$ cat src/rtl/fm_pkg.sv
// Shared definitions for the feature-map buffer controller: FSM states and
// default geometry (16 banks x 16 words, read stride 4).
package fm_pkg;

  typedef enum logic [1:0] {
    ST_FILL  = 2'd0,
    ST_DRAIN = 2'd1,
    ST_FLUSH = 2'd2
  } fm_state_e;

  localparam int FM_BANKS  = 16;
  localparam int FM_DEPTH  = 16;
  localparam int FM_STRIDE = 4;

endpackage

$ cat src/rtl/fm_addr_gen.sv
// Interleaved read-address generator: maps read index k to the bank word address
// (k mod rows)*STRIDE + k div rows, and flags the last index of a bank.
module fm_addr_gen
  import fm_pkg::*;
#(
  parameter int DEPTH  = FM_DEPTH,
  parameter int STRIDE = FM_STRIDE
) (
  input  logic [$clog2(DEPTH)-1:0] k,
  output logic [$clog2(DEPTH)-1:0] addr,
  output logic                     wrap
);

  localparam int AW   = $clog2(DEPTH);
  localparam int ROWS = DEPTH / STRIDE;

  // ROWS and STRIDE are powers of two, so the div/mod reduce to bit slicing
  always_comb begin
    addr = AW'((int'(k) % ROWS) * STRIDE + int'(k) / ROWS);
    wrap = (k == AW'(DEPTH - 1));
  end

endmodule

$ cat src/rtl/fm_buf_ctrl.sv
// Feature-map buffer controller: fills all banks in parallel, then drains them
// bank by bank in interleaved address order. Macro FM_BUF_CTRL_FRAME_CNT_EN adds o_frame_cnt.
module fm_buf_ctrl
  import fm_pkg::*;
#(
  parameter int BANKS  = FM_BANKS,
  parameter int DEPTH  = FM_DEPTH,
  parameter int STRIDE = FM_STRIDE
) (
  input  logic                     i_sclk,
  input  logic                     i_rst,
  input  logic                     i_valid,
  output logic                     o_in_ready,
  output logic                     o_wr_en,
  output logic [$clog2(DEPTH)-1:0] o_wr_addr,
  input  logic                     i_ready,
  output logic [BANKS-1:0]         o_rd_bank,
  output logic [$clog2(DEPTH)-1:0] o_rd_addr,
  output logic [BANKS-1:0]         o_sel,
  output logic                     o_rd_valid,
  output logic                     o_frame_done,
`ifdef FM_BUF_CTRL_FRAME_CNT_EN
  output logic [7:0]               o_frame_cnt,
`endif
  output fm_state_e                o_state
);

  localparam int AW = $clog2(DEPTH);
  localparam logic [BANKS-1:0] BANK_FIRST = BANKS'(1);

  fm_state_e        state, state_nxt;
  logic [AW-1:0]    wr_cnt, wr_cnt_nxt;
  logic [AW-1:0]    k, k_nxt;
  logic [BANKS-1:0] bank, bank_nxt;
  logic             k_wrap;

  fm_addr_gen #(.DEPTH(DEPTH), .STRIDE(STRIDE)) u_addr_gen (
    .k    (k),
    .addr (o_rd_addr),
    .wrap (k_wrap)
  );

  // Handshakes: a write beat transfers when i_valid & o_in_ready; a read is
  // issued when i_ready is high in DRAIN. Nothing moves on any other cycle.
  always_comb begin
    state_nxt    = state;
    wr_cnt_nxt   = wr_cnt;
    k_nxt        = k;
    bank_nxt     = bank;
    o_in_ready   = 1'b0;
    o_rd_bank    = '0;
    o_frame_done = 1'b0;
    case (state)
      ST_FILL: begin
        o_in_ready = 1'b1;
        if (i_valid) begin
          if (wr_cnt == AW'(DEPTH - 1)) begin
            wr_cnt_nxt = '0;
            state_nxt  = ST_DRAIN;
          end else begin
            wr_cnt_nxt = wr_cnt + 1'b1;
          end
        end
      end
      ST_DRAIN: begin
        if (i_ready) begin
          o_rd_bank = bank;
          if (k_wrap) begin
            k_nxt    = '0;
            bank_nxt = bank << 1;
            if (bank[BANKS-1]) state_nxt = ST_FLUSH;
          end else begin
            k_nxt = k + 1'b1;
          end
        end
      end
      ST_FLUSH: begin
        o_frame_done = 1'b1;
        bank_nxt     = BANK_FIRST;
        state_nxt    = ST_FILL;
      end
      default: state_nxt = ST_FILL;
    endcase
  end

  always_ff @(posedge i_sclk) begin
    if (i_rst) begin
      state  <= ST_FILL;
      wr_cnt <= '0;
      k      <= '0;
      bank   <= BANK_FIRST;
      o_sel  <= '0;
    end else begin
      state  <= state_nxt;
      wr_cnt <= wr_cnt_nxt;
      k      <= k_nxt;
      bank   <= bank_nxt;
      o_sel  <= o_rd_bank;
    end
  end

  assign o_wr_en    = i_valid & o_in_ready;
  assign o_wr_addr  = wr_cnt;
  assign o_rd_valid = |o_sel;
  assign o_state    = state;

`ifdef FM_BUF_CTRL_FRAME_CNT_EN
  always_ff @(posedge i_sclk) begin
    if (i_rst)             o_frame_cnt <= '0;
    else if (o_frame_done) o_frame_cnt <= o_frame_cnt + 8'd1;
  end
`endif

endmodule
$ cat config.mk
export PLATFORM = sky130hd
export DESIGN_NAME = fm_buf_ctrl
export DESIGN_NICKNAME = d
export VERILOG_FILES = /design/src/rtl/fm_pkg.sv /design/src/rtl/fm_addr_gen.sv /design/src/rtl/fm_buf_ctrl.sv
export SDC_FILE = /design/constraint.sdc
export NUM_CORES = 1
export LEC_CHECK = 0
export CORE_MARGIN = 3
export CORE_UTILIZATION = 35
export CTS_CLUSTER_DIAMETER = 200
export DETAILED_ROUTE_END_ITERATION = 16
export GPL_TIMING_DRIVEN = 0
export PLACE_DENSITY = 0.6
export SYNTH_ARGS = -nofsm -noshare
export SYNTH_HDL_FRONTEND = slang
export SYNTH_SLANG_ARGS = --single-unit
$ cat constraint.sdc
create_clock -name i_sclk -period 1.8 [get_ports i_sclk]
set_input_delay 0.36 -clock i_sclk [delete_from_list [all_inputs] [get_ports i_sclk]]
set_output_delay 0.36 -clock i_sclk [all_outputs]
set_load 0.005 [all_outputs]
* Word level (Yosys, flattened, before mapping) *
Cells that the tools add are included.

storage, ports and cells
  bits of input ports = 4
  output and inout port bits = 46
  bits in read-only memories = 0
  bits in latches = 0
  logic and storage cells = 40
  bits in registers = 42
  memories = 0
  bits in writable memories = 0

cells by class
  bitwise gates (word level) = 1
  shift operators = 0
  multiplexer cells = 15
  divide/modulo/power cells = 0
  multiply operators = 0
  order comparisons = 0
  add/sub/neg operators = 3
  reductions and logical operators = 7
  eq/ne operators = 9

operators with widths
  operator               count
  $mux W16               4
  $pmux W16 S2           1
  $reduce_or A16 Y1      1
  $mux W2                5
  $ne A2 B2 Y1 const B   5
  $add A4 B1 Y4 const B  2
  $eq A4 B4 Y1 const B   2
  $mux W4                2
  $reduce_and A5 Y1      1
  $add A4 B2 Y4          1
  $pmux W2 S2            1
  $reduce_and A2 Y1      2
  $reduce_and A3 Y1      1
  $eq A2 B1 Y1 const B   1
  $eq A2 B2 Y1 const B   1
  $logic_not A2 Y1       1
  $mux W1                2
  $reduce_bool A2 Y1     1
  $and A1 B1 Y1          1

* Depth between registers and ports, before layout *
Gate-level depths: netlist of run 1.

  depth after elaboration = 4
  depth in mapped cells = 5
  depth with buffers taken out = 4

* Cells and area by module *
Synthesis of run 1 repeated with hierarchy kept, for this count alone.

second synthesis, totals
  cell total of the unflattened synthesis = 191
  area, all modules = 1665.3 um^2

modules (own cells, without submodules)
  module       sequential area each (um^2)  area each (um^2)  cells an instance  times used
  fm_buf_ctrl  840.8                        1626.6            186                1
  fm_addr_gen  0.0                          38.8              5                  1

* Least setup slack after synthesis of run 1 *
Ideal clock, no wire load.

  kind = register -> output
  start point = reg state[0], in the netlist o_state[0]
  end point = out o_rd_bank[0]
  data required time = 1.440 ns
  setup slack = 0.324 ns
  data arrival time = 1.116 ns
  stages on the path, launching flop included = 5
  path buffers = 2
  cell sequence = dfxtp_1 > and3b_1 > buf_2 > clkbuf_1 > and2_1

on the way
  word-level cells in the longest chain between the ends = 2

ends and longest elaborated chain
  element                 RTL line           text
  start, declared         fm_buf_ctrl.sv:31  fm_state_e state, state_nxt;
  start signal, assigned  fm_buf_ctrl.sv:94  state <= state_nxt;
  $eq A2 B1 Y1            fm_buf_ctrl.sv:53  case (state)
  $mux W16                fm_buf_ctrl.sv:53
  end, declared           fm_buf_ctrl.sv:17  output logic [BANKS-1:0] o_rd_bank,

No other way between the ends.

* Worst setup path in the final report of run 1 *
  start point = reg state[0], in the netlist o_state[0]
  end point = out o_rd_bank[8]

The elaborated chain is that of the path after synthesis.

==> run_results.csv, run 1 <==
group,metric,value,unit
place,dp_worst_setup_slack,-0.829,ns
die,coreArea,4530,µm²
grt,grt_antenna_before_repair,0,
place,io_buffers,49,
timing,setup_viol,0,
grt,grt_pass1_wl,6.80,mm
clocking,ctsRootBufferMaster,"clkbuf_8",
routing,drt-initial-drc-count,28,
timing,rsz0062_at_grt,"false",
power_and_ir_drop,p_seq_frac,0.543,
synthesis,yosys-top-cells-area,"dfxtp_1 49%, and2_1 11%, mux2i_1 10%",
setup_path,worstSetupPathType,"register to primary output",
setup_path,slowest_delay,0.37,ns
synthesis,yosysWarnings,0,
routing,routed_wl,4.16,mm
setup_path,arrival,1.36,ns
power_and_ir_drop,p_int,1.38,mW
grt,grt_pass1_vias,1424,
routing,first_pass_iters,3,
synthesis,synth_edf_count,0,
clocking,tritoncts,"done",
grt,overflow,0,
timing,hold_violations,0,
synthesis,yosysTopAreaCell,"dfxtp_1",
status,status,"completed",
place,dp_hpwl,2.89,mm
clocking,path_clk_slew,0.08,ns
power_and_ir_drop,p_sw_frac,0.204,
clocking,cts-hold-fix-buffers,0,
cells_and_area,areaGrowthSynthToFinish,42.7,%
power_and_ir_drop,p_total,1.73,mW
setup_path,critPathBufInv,3,
synthesis,yosys-top-cells-count,"42 x dfxtp_1, 30 x and2_1, 18 x nand3b_1",
hold_path,hp-class,"register to register",
synthesis,ys.flop_type,"dfxtp_1",
timing,timing.hold.ws,0.476,ns
grt,grt_usage,0.156,
power_and_ir_drop,comb_power_share,0.034,
die,dieWidth,75.7,µm
grt,grt_max_degree,18,
die,rows,24,
setup_path,worstSetupStartpointType,"register",
place,place_congestion,0.696,
synthesis,ys_seq_area_frac,0.494,
setup_path,critical-path-slowest-cell,"dfxtp_4",
synthesis,netlist_area,1700,µm²
synthesis,syn_nets,174,
cells_and_area,nets,238,
die,io_pins,50,
timing,layout_min_cycle_time,1.72,ns
routing,viasPerCell,4.73,
timing,finalMaxSlewViolations,0,
die,die_h,75.7,µm
cells_and_area,drive_gt1_frac,0.185,
synthesis,syn-mean-instance-area,10.1,µm²
clocking,cts_num_sinks,42,
power_and_ir_drop,powerDensity,714,nW/µm²
setup_path,worstPathMaxFanout,5,
setup_path,crit_chain,"and3b_1 > buf_6 > buf_4 > and2_1 > buf_2",
power_and_ir_drop,ir_worst_vdd,0.337,mV
timing,fmax,0.580,GHz
synthesis,synthArstFlopShare,0,
synthesis,synth_seq_cells,42,
power_and_ir_drop,p_clk_frac,0.423,
setup_path,crit_path_end_kind,"primary output",
timing,fin_crit_sh,0.957,
clocking,cts_buffers,5,
run,maxCapViolations,0,
die,dieArea,5730,µm²
clocking,htree_levels,2,
power_and_ir_drop,p_switching,0.353,mW
synthesis,netlist_instances,168,
timing,clock_skew,0.00671,ns
power_and_ir_drop,power_leakage,0.952,nW
timing,slew_headroom,0.692,
die,start_util,0.375,
cells_and_area,fin_util,0.536,
synthesis,ys_types,29,
timing,layout_setup_ws,0.0765,ns
routing,ant_nets,0,
clocking,clock_path_buffers,2,
cells_and_area,n_antenna_cell,0,
place,placedCellCount,282,
clocking,worstSkewPairLatency,0.29,ns
routing,avgRoutedWirePerCell,13.9,µm
cells_and_area,layout.cells.non_filler,298,
synthesis,netlist.area_leader.share,0.494,
synthesis,yosysMostFrequentCell,"dfxtp_1",
routing,drc,0,
timing,worst_slew_pin_slew,0.463,ns
setup_path,critPathRequiredTime,1.44,ns
setup_path,cp_top_family,"buffers and inverters",
routing,vias,1411,
worst reg2reg max path, cell delays in order, from the launching register on:
cell and delay [ns]:
dfxtp_1 0.42, ha_1 0.22, nand3_1 0.24, nor2_4 0.28
buf_6 0.21, mux2i_1 0.20
registers in the layout (all words and copies together), names as in the netlist:
signal / count
o_wr_addr: 4
o_state: 2
bank: 16
o_sel: 16
k: 4
logic make-up after synthesis:
| family | share of synthesized area |
|---|---|
| mux | 0.100 |
| xor+xnor | 0.00515 |
| fa+ha+maj | 0.0147 |
| flops | 0.494 |
| compound gates | 0.0382 |
| buf+inv | 0.0309 |
| simple gates | 0.317 |
repair_timing:
item,CTS,global route
gates resized for setup,74,5
setup endpoints to repair,19,5
setup buffers,8,0
cloned,1,0
pin swaps,1,0
layout make-up:
class                           instances  area [µm²]
Fill cell                             427        2110
Tap cell                               65        81.3
Clock buffer                            6        72.6
Timing Repair Buffer                   58         487
Clock inverter                          2        37.5
Multi-Input combinational cell        115         832
Buffer                                  8        62.6
Sequential cell                        42         848
Inverter                                2        7.51
power by group through the flow:
stage	clock network [mW]	registers [mW]	logic [mW]
3_3_place_gp	0	0.965	0.0559
2_1_floorplan	0	0.964	0.0274
4_1_cts	0.742	0.940	0.0587
6_report	0.734	0.940	0.0587
5_1_grt	0.775	0.942	0.0643
3_5_place_dp	0	0.965	0.0566
cell usage in the layout, fill, tap and decap left out, drive strengths merged, types with 2 or more instances in the layout:
cell           count
and2              30
dlygate4sd2        4
a21oi              6
a31oi              2
nor4               5
nand4              2
nand3b            19
inv                2
clkdlybuf4s50     28
nor2               7
buf               22
ha                 2
nand2              7
dfxtp             42
mux2i             17
nand3              3
o21ai              3
or3                3
clkbuf            16
stage by stage:
stage | setup TNS, ns | cell area, µm²
global placement | -12.25 | 2270
detailed placement | -12.95 | 2270
CTS | -0.0166 | 2450
global route | 0 | 2430
floorplan | 0 | 1700
finish | 0 | 2430
final timing paths:
path / slack (ns) / start / depth (start not counted) / to
hold reg to reg: 0.48 / bank[12]$_SDFFE_PP0P_ / 1 / o_sel[12]$_SDFF_PP0_
hold / removal: 0.48 / bank[12]$_SDFFE_PP0P_ / 1 / o_sel[12]$_SDFF_PP0_
setup reg to reg: 0.16 / k[0]$_SDFFE_PP0P_ / 5 / bank[12]$_SDFFE_PP0P_
setup / recovery: 0.08 / o_state[0]$_SDFFE_PP0P_ / 5 / o_rd_bank[8]
layer usage:
metal	GRT usage	up-vias	part of all wire
met5	0	-	0
met4	0.0408	0	0.012
met3	0.0462	5	0.063
met2	0.278	43	0.49
met1	0.181	659	0.44
li1	-	704	-
No activity file was read; power rests on OpenSTA's default activity.
==> run 2: changes to the inputs <==
--- a/config.mk
+++ b/config.mk
@@ -11,6 +11,7 @@
 export DETAILED_ROUTE_END_ITERATION = 16
 export GPL_TIMING_DRIVEN = 0
 export PLACE_DENSITY = 0.6
+export SKIP_CTS_REPAIR_TIMING = 1
 export SYNTH_ARGS = -nofsm -noshare
 export SYNTH_HDL_FRONTEND = slang
 export SYNTH_SLANG_ARGS = --single-unit
==> run 2 against run 1 <==
Against the previous run: the run now ends with negative setup slack left; setup slack worse by 0.11 ns; global-route usage is 1.3 points lower; critical path type unchanged; total power hardly changed; combinational power is 10% higher.
==> run_results.csv, run 2 (synthesis results as in run 1) <==
group,metric,value,unit
power_and_ir_drop,p_total,1.73,mW
die,io_pins,50,
cells_and_area,final_cell_mix,"40 x dfxtp_1, 30 x and2_1, 28 x clkdlybuf4s50_1",
cells_and_area,multiInputGateArea,838,µm²
setup_path,rrSetupSlack,0.16,ns
grt,grt_pass1_vias,1347,
cells_and_area,nets,244,
grt,grt_max_degree,14,
setup_path,r2r-end,"bank[12]$_SDFFE_PP0P_",
clocking,clock_path_buffers,2,
setup_path,critPathRequiredTime,1.44,ns
power_and_ir_drop,ir_worst_vdd,0.315,mV
cells_and_area,final_common_cell,"dfxtp_1",
routing,ant_nets,0,
run,maxCapViolations,0,
timing,layout_min_cycle_time,1.84,ns
hold_path,whs_endpoint,"o_sel[12]$_SDFF_PP0_",
timing,clock_skew,0.00767,ns
power_and_ir_drop,power_leakage,1.22,nW
timing,setup_viol,3,
power_and_ir_drop,powerDensity,674,nW/µm²
setup_path,arrival,1.48,ns
timing,hold_violations,0,
timing,finalMaxSlewViolations,0,
grt,grt_antenna_before_repair,0,
timing,final.setup.tns,-0.0958,ns
clocking,path_clk_slew,0.08,ns
die,rows,24,
die,start_util,0.375,
grt,grt_pass1_wl,6.24,mm
status,violations,"negative setup slack",
clocking,cts_buffers,5,
clocking,ctsRootBufferMaster,"clkbuf_8",
die,dieArea,5730,µm²
timing,layout_setup_ws,-0.0366,ns
timing,timing.hold.ws,0.482,ns
setup_path,crit_path_end_kind,"primary output",
hold_path,min_from,"bank[12]$_SDFFE_PP0P_",
cells_and_area,top_regs,"bank (16), o_sel (16)",
routing,avgRoutedWirePerCell,13.5,µm
cells_and_area,drive_gt1_frac,0.163,
cells_and_area,fin_util,0.567,
clocking,worstSkewPairLatency,0.29,ns
setup_path,worstSetupStartpointType,"register",
setup_path,r2r-start,"k[0]$_SDFFE_PP0P_",
hold_path,hold_depth,1,
place,dp_hpwl,2.89,mm
die,die_h,75.7,µm
routing,vias,1433,
clocking,htree_levels,2,
setup_path,worstSetupPathType,"register to primary output",
routing,drt-initial-drc-count,27,
cells_and_area,fill_cells,397,
die,coreArea,4530,µm²
timing,worst_slew_pin_slew,0.463,ns
cells_and_area,regArea,848,µm²
hold_path,hp-class,"register to register",
setup_path,worstPathMaxFanout,8,
clocking,cts_num_sinks,42,
cells_and_area,n_antenna_cell,0,
grt,overflow,0,
grt,grt_usage,0.143,
timing,fmax,0.544,GHz
timing,slew_headroom,0.691,
status,status,"finished, violations left",
routing,first_pass_iters,4,
cells_and_area,areaGrowthSynthToFinish,51.1,%
setup_path,r2r_cells,5,
timing,fin_crit_sh,1.02,
timing,rsz0062_at_grt,"true",
routing,routed_wl,4.12,mm
routing,viasPerCell,4.71,
place,dp_worst_setup_slack,-0.829,ns
place,io_buffers,49,
place,place_congestion,0.696,
routing,drc,0,
die,dieWidth,75.7,µm
clocking,tritoncts,"done",
==> run 2: metrics by stage <==
| stage | area (µm²) | std cells |
|---|---|---|
| finish | 2570 | 304 |
| global route | 2570 | 304 |
| CTS | 2380 | 290 |
| detailed placement | 2270 | 282 |
| global placement | 2270 | 282 |
| floorplan | 1700 | 168 |
==> run 2: critical path, stage by stage (launching register included) <==
cell	delay [ns]
dfxtp_4	0.36
and3b_1	0.18
buf_6	0.13
buf_6	0.12
buf_4	0.13
and2_1	0.16
clkbuf_2	0.11
==> run 2: worst max path at each step <==
stage | from | end | depth (start not counted)
2_1_floorplan | o_state[0]$_SDFFE_PP0P_ | o_rd_bank[0] | 4
3_3_place_gp | i_ready | o_rd_bank[0] | 6
3_5_place_dp | i_ready | o_rd_bank[4] | 6
4_1_cts | i_ready | o_rd_bank[4] | 6
5_1_grt | o_state[1]$_SDFFE_PP0P_ | o_rd_bank[4] | 6
6_report | o_state[1]$_SDFFE_PP0P_ | o_rd_bank[4] | 6
==> run 2: where the power goes <==
group | switching [mW] | internal [mW] | total, mW
Clock | 0.314 | 0.414 | 0.727
Sequential | 0.00932 | 0.932 | 0.941
Combinational | 0.0250 | 0.0396 | 0.0646
==> run 2: area by class of cell <==
cell class / instances / area share
Sequential cell: 42 / 0.330
Multi-Input combinational cell: 115 / 0.326
Timing Repair Buffer: 64 / 0.243
Tap cell: 65 / 0.0316
Clock buffer: 6 / 0.0282
Buffer: 8 / 0.0234
Clock inverter: 2 / 0.0146
Inverter: 2 / 0.00292
==> run 2: per-layer routing <==
| layer | GRT usage | up-vias | part of all wire |
|---|---|---|---|
| li1 | - | 720 | - |
| met5 | 0 | - | 0 |
| met3 | 0.0462 | 5 | 0.060 |
| met4 | 0.0408 | 0 | 0.011 |
| met1 | 0.167 | 665 | 0.45 |
| met2 | 0.248 | 43 | 0.48 |
==> run 3: changes to the inputs <==
--- a/config.mk
+++ b/config.mk
@@ -5,12 +5,13 @@
 export SDC_FILE = /design/constraint.sdc
 export NUM_CORES = 1
 export LEC_CHECK = 0
+export ABC_AREA = 1
 export CORE_MARGIN = 3
 export CORE_UTILIZATION = 35
 export CTS_CLUSTER_DIAMETER = 200
 export DETAILED_ROUTE_END_ITERATION = 16
 export GPL_TIMING_DRIVEN = 0
-export PLACE_DENSITY = 0.6
+export PLACE_DENSITY = 0.61
 export SKIP_CTS_REPAIR_TIMING = 1
 export SYNTH_ARGS = -nofsm -noshare
 export SYNTH_HDL_FRONTEND = slang
==> constraint.sdc (replaced) <==
create_clock -name i_sclk -period 1.8 [get_ports i_sclk]
set_input_delay 0.36 -clock i_sclk [delete_from_list [all_inputs] [get_ports i_sclk]]
set_output_delay 0.36 -clock i_sclk [all_outputs]
set_load 0.01 [all_outputs]
==> run 3 against run 2 <==
Against the previous run: first-iteration DRC count increased to 3.4 times the previous value; the run now ends clean; sequential power about the same; largest power group unchanged; critical path type unchanged; total power fell by 6.6%; final cell count grew 5.9%; area after synthesis fell by 4.6%; sequential share of layout area grew 2.6 points; critical endpoint is now o_rd_bank[2].
==> run_results.csv, run 3 <==
group,metric,value,unit
clocking,path_clk_slew,0.08,ns
timing,slew_headroom,0.654,
grt,grt_pass1_vias,1355,
routing,met1Wirelength,1.94,mm
clocking,clock_path_buffers,2,
routing,wl_met2,1.83,mm
setup_path,rrSetupSlack,0.18,ns
setup_path,worstPathMaxFanout,10,
place,placed_area,2180,µm²
synthesis,netlist.area_leader.share,0.518,
grt,grt_usage,0.157,
timing,finalMaxSlewViolations,0,
timing,rsz0062_at_grt,"true",
timing,layout_setup_ws,0.0615,ns
routing,wl_met3,161,µm
timing,layout_min_cycle_time,1.74,ns
timing,clock_skew,0.00299,ns
synthesis,synthArstFlopShare,0,
setup_path,worstSetupPathType,"register to primary output",
clocking,cts_num_sinks,42,
setup_path,critPathRequiredTime,1.44,ns
synthesis,synth_seq_cells,42,
cells_and_area,top_regs,"bank (16), o_sel (16)",
cells_and_area,final_cell_mix,"41 x dfxtp_1, 36 x nor2_1, 36 x nand2_1",
synthesis,yosys-top-cells-area,"dfxtp_1 52%, nor2_1 9.3%, nand2_1 8.6%",
routing,first_pass_iters,4,
synthesis,ys_seq_area_frac,0.518,
grt,overflow,0,
routing,avgRoutedWirePerCell,12.5,µm
cells_and_area,final_common_cell,"dfxtp_1",
place,dp_hpwl,2.99,mm
cells_and_area,n_antenna_cell,0,
timing,setup_viol,0,
synthesis,netlist_area,1620,µm²
power_and_ir_drop,p_sw_frac,0.216,
synthesis,synth_edf_count,0,
grt,grt_max_degree,13,
routing,drt-initial-drc-count,91,
routing,routed_wl,4.01,mm
setup_path,r2r-end,"bank[11]$_SDFFE_PP0P_",
die,io_pins,50,
place,io_buffers,49,
timing,timing.hold.ws,0.467,ns
routing,ant_nets,0,
timing,fmax,0.575,GHz
status,status,"completed",
die,coreArea,4410,µm²
setup_path,crit_end,"o_rd_bank[2]",
routing,vias,1519,
cells_and_area,fill_cells,438,
power_and_ir_drop,ir_worst_vdd,0.476,mV
clocking,cts_buffers,5,
cells_and_area,areaGrowthSynthToFinish,45.7,%
clocking,worstSkewPairLatency,0.29,ns
setup_path,r2r_cells,7,
grt,grt_antenna_before_repair,0,
grt,grt_pass1_wl,6.50,mm
clocking,tritoncts,"done",
cells_and_area,drive_gt1_frac,0.0889,
timing,hold_violations,0,
routing,dr.max_layer_used,"met4",
die,die_h,74.1,µm
power_and_ir_drop,p_int,1.27,mW
timing,worst_slew_pin_slew,0.519,ns
synthesis,yosysTopAreaCell,"dfxtp_1",
synthesis,syn_nets,217,
hold_path,hp-class,"register to register",
place,place_congestion,0.722,
die,dieWidth,74.1,µm
place,dp_worst_setup_slack,-0.737,ns
die,start_util,0.368,
synthesis,yosysWarnings,0,
cells_and_area,fin_area,2360,µm²
setup_path,crit_path_end_kind,"primary output",
cells_and_area,nets,275,
synthesis,yosysMostFrequentCell,"dfxtp_1",
power_and_ir_drop,comb_power_share,0.038,
setup_path,r2r-start,"k[0]$_SDFFE_PP0P_",
power_and_ir_drop,p_clk_frac,0.382,
clocking,htree_levels,2,
synthesis,ys.flop_type,"dfxtp_1",
routing,viasPerCell,4.72,
run,maxCapViolations,0,
power_and_ir_drop,p_seq_frac,0.581,
setup_path,crit_start,"o_state[1]$_SDFFE_PP0P_",
power_and_ir_drop,powerDensity,684,nW/µm²
synthesis,syn-mean-instance-area,7.69,µm²
timing,fin_crit_sh,0.966,
power_and_ir_drop,p_total,1.62,mW
timing,final.setup.tns,0,ns
die,dieArea,5490,µm²
clocking,ctsRootBufferMaster,"clkbuf_8",
synthesis,ys_types,20,
setup_path,arrival,1.38,ns
synthesis,yosys-top-cells-count,"42 x dfxtp_1, 40 x nor2_1, 37 x nand2_1",
setup_path,worstSetupStartpointType,"register",
power_and_ir_drop,power_leakage,1.23,nW
routing,drc,0,
die,rows,24,
power_and_ir_drop,p_switching,0.349,mW
synthesis,netlist_instances,211,
==> run 3: cell count changes after synthesis, sizes merged, moves of 4 or more <==
cell and delta:
buf +4, nand3 +20, nor3 +16, clkbuf -4, nand2 +30, nor2 +34
mux2i -17, inv +21, nand3b -18, and2 -30
==> run 3: worst min path at each step <==
stage,from,to,slack [ns],cells past startpoint
global route,bank[6]$_SDFFE_PP0P_,bank[6]$_SDFFE_PP0P_,0.49,2
CTS,bank[12]$_SDFFE_PP0P_,o_sel[12]$_SDFF_PP0_,0.47,2
global placement,bank[12]$_SDFFE_PP0P_,o_sel[12]$_SDFF_PP0_,0.45,2
detailed placement,bank[12]$_SDFFE_PP0P_,o_sel[12]$_SDFF_PP0_,0.45,2
floorplan,bank[12]$_SDFFE_PP0P_,o_sel[12]$_SDFF_PP0_,0.44,2
finish,bank[12]$_SDFFE_PP0P_,bank[12]$_SDFFE_PP0P_,0.47,2
==> run 3: layer usage <==
metal / vias to the layer above / GRT usage
li1: 789 / -
met1: 692 / 0.205
met2: 31 / 0.245
met3: 7 / 0.0338
met4: 0 / 0.0785
met5: - / 0
==> run 3: stage by stage <==
step                      instances   util
after floorplan                 211      -
after global placement          312  0.493
after detailed placement        312  0.493
after CTS                       320  0.514
after global routing            322  0.536
final                           322  0.536
==> run 3: area by class of cell <==
class                      instances  area (µm²)  area share
multi-input combinational        137         657       0.278
inverter                          23        86.3      0.0365
timing repair buffer              52         566       0.239
buffer                             8        57.6      0.0243
clock buffer                       7        86.3      0.0365
clock inverter                     1        5.00     0.00212
sequential                        42         842       0.356
tap                               52        65.1      0.0275
==> run 3: logic make-up after synthesis <==
group / Yosys count / synth area share
flip-flops: 42 / 0.518
AND/OR/NAND/NOR: 124 / 0.340
XOR/XNOR: 2 / 0.0108
adder cells (fa/ha/maj): 2 / 0.0154
AO/OA/AOI/OAI: 9 / 0.0278
buffers and inverters: 32 / 0.0879
==> run 3: worst max-delay path: stages (launching register included) <==
cell	delay, ns
dfxtp_1	0.34
inv_2	0.12
nand3_4	0.11
buf_6	0.17
nor2_1	0.17
dlymetal6s2s_1	0.19
==> run 3: power by group through the flow <==
| stage | Clock (mW) | Sequential (mW) | Combinational [mW] |
|---|---|---|---|
| finish | 0.617 | 0.939 | 0.0612 |
| global route | 0.677 | 0.941 | 0.0684 |
| floorplan | 0 | 0.963 | 0.0281 |
| global placement | 0 | 0.961 | 0.0615 |
| CTS | 0.634 | 0.939 | 0.0618 |
| detailed placement | 0 | 0.961 | 0.0611 |
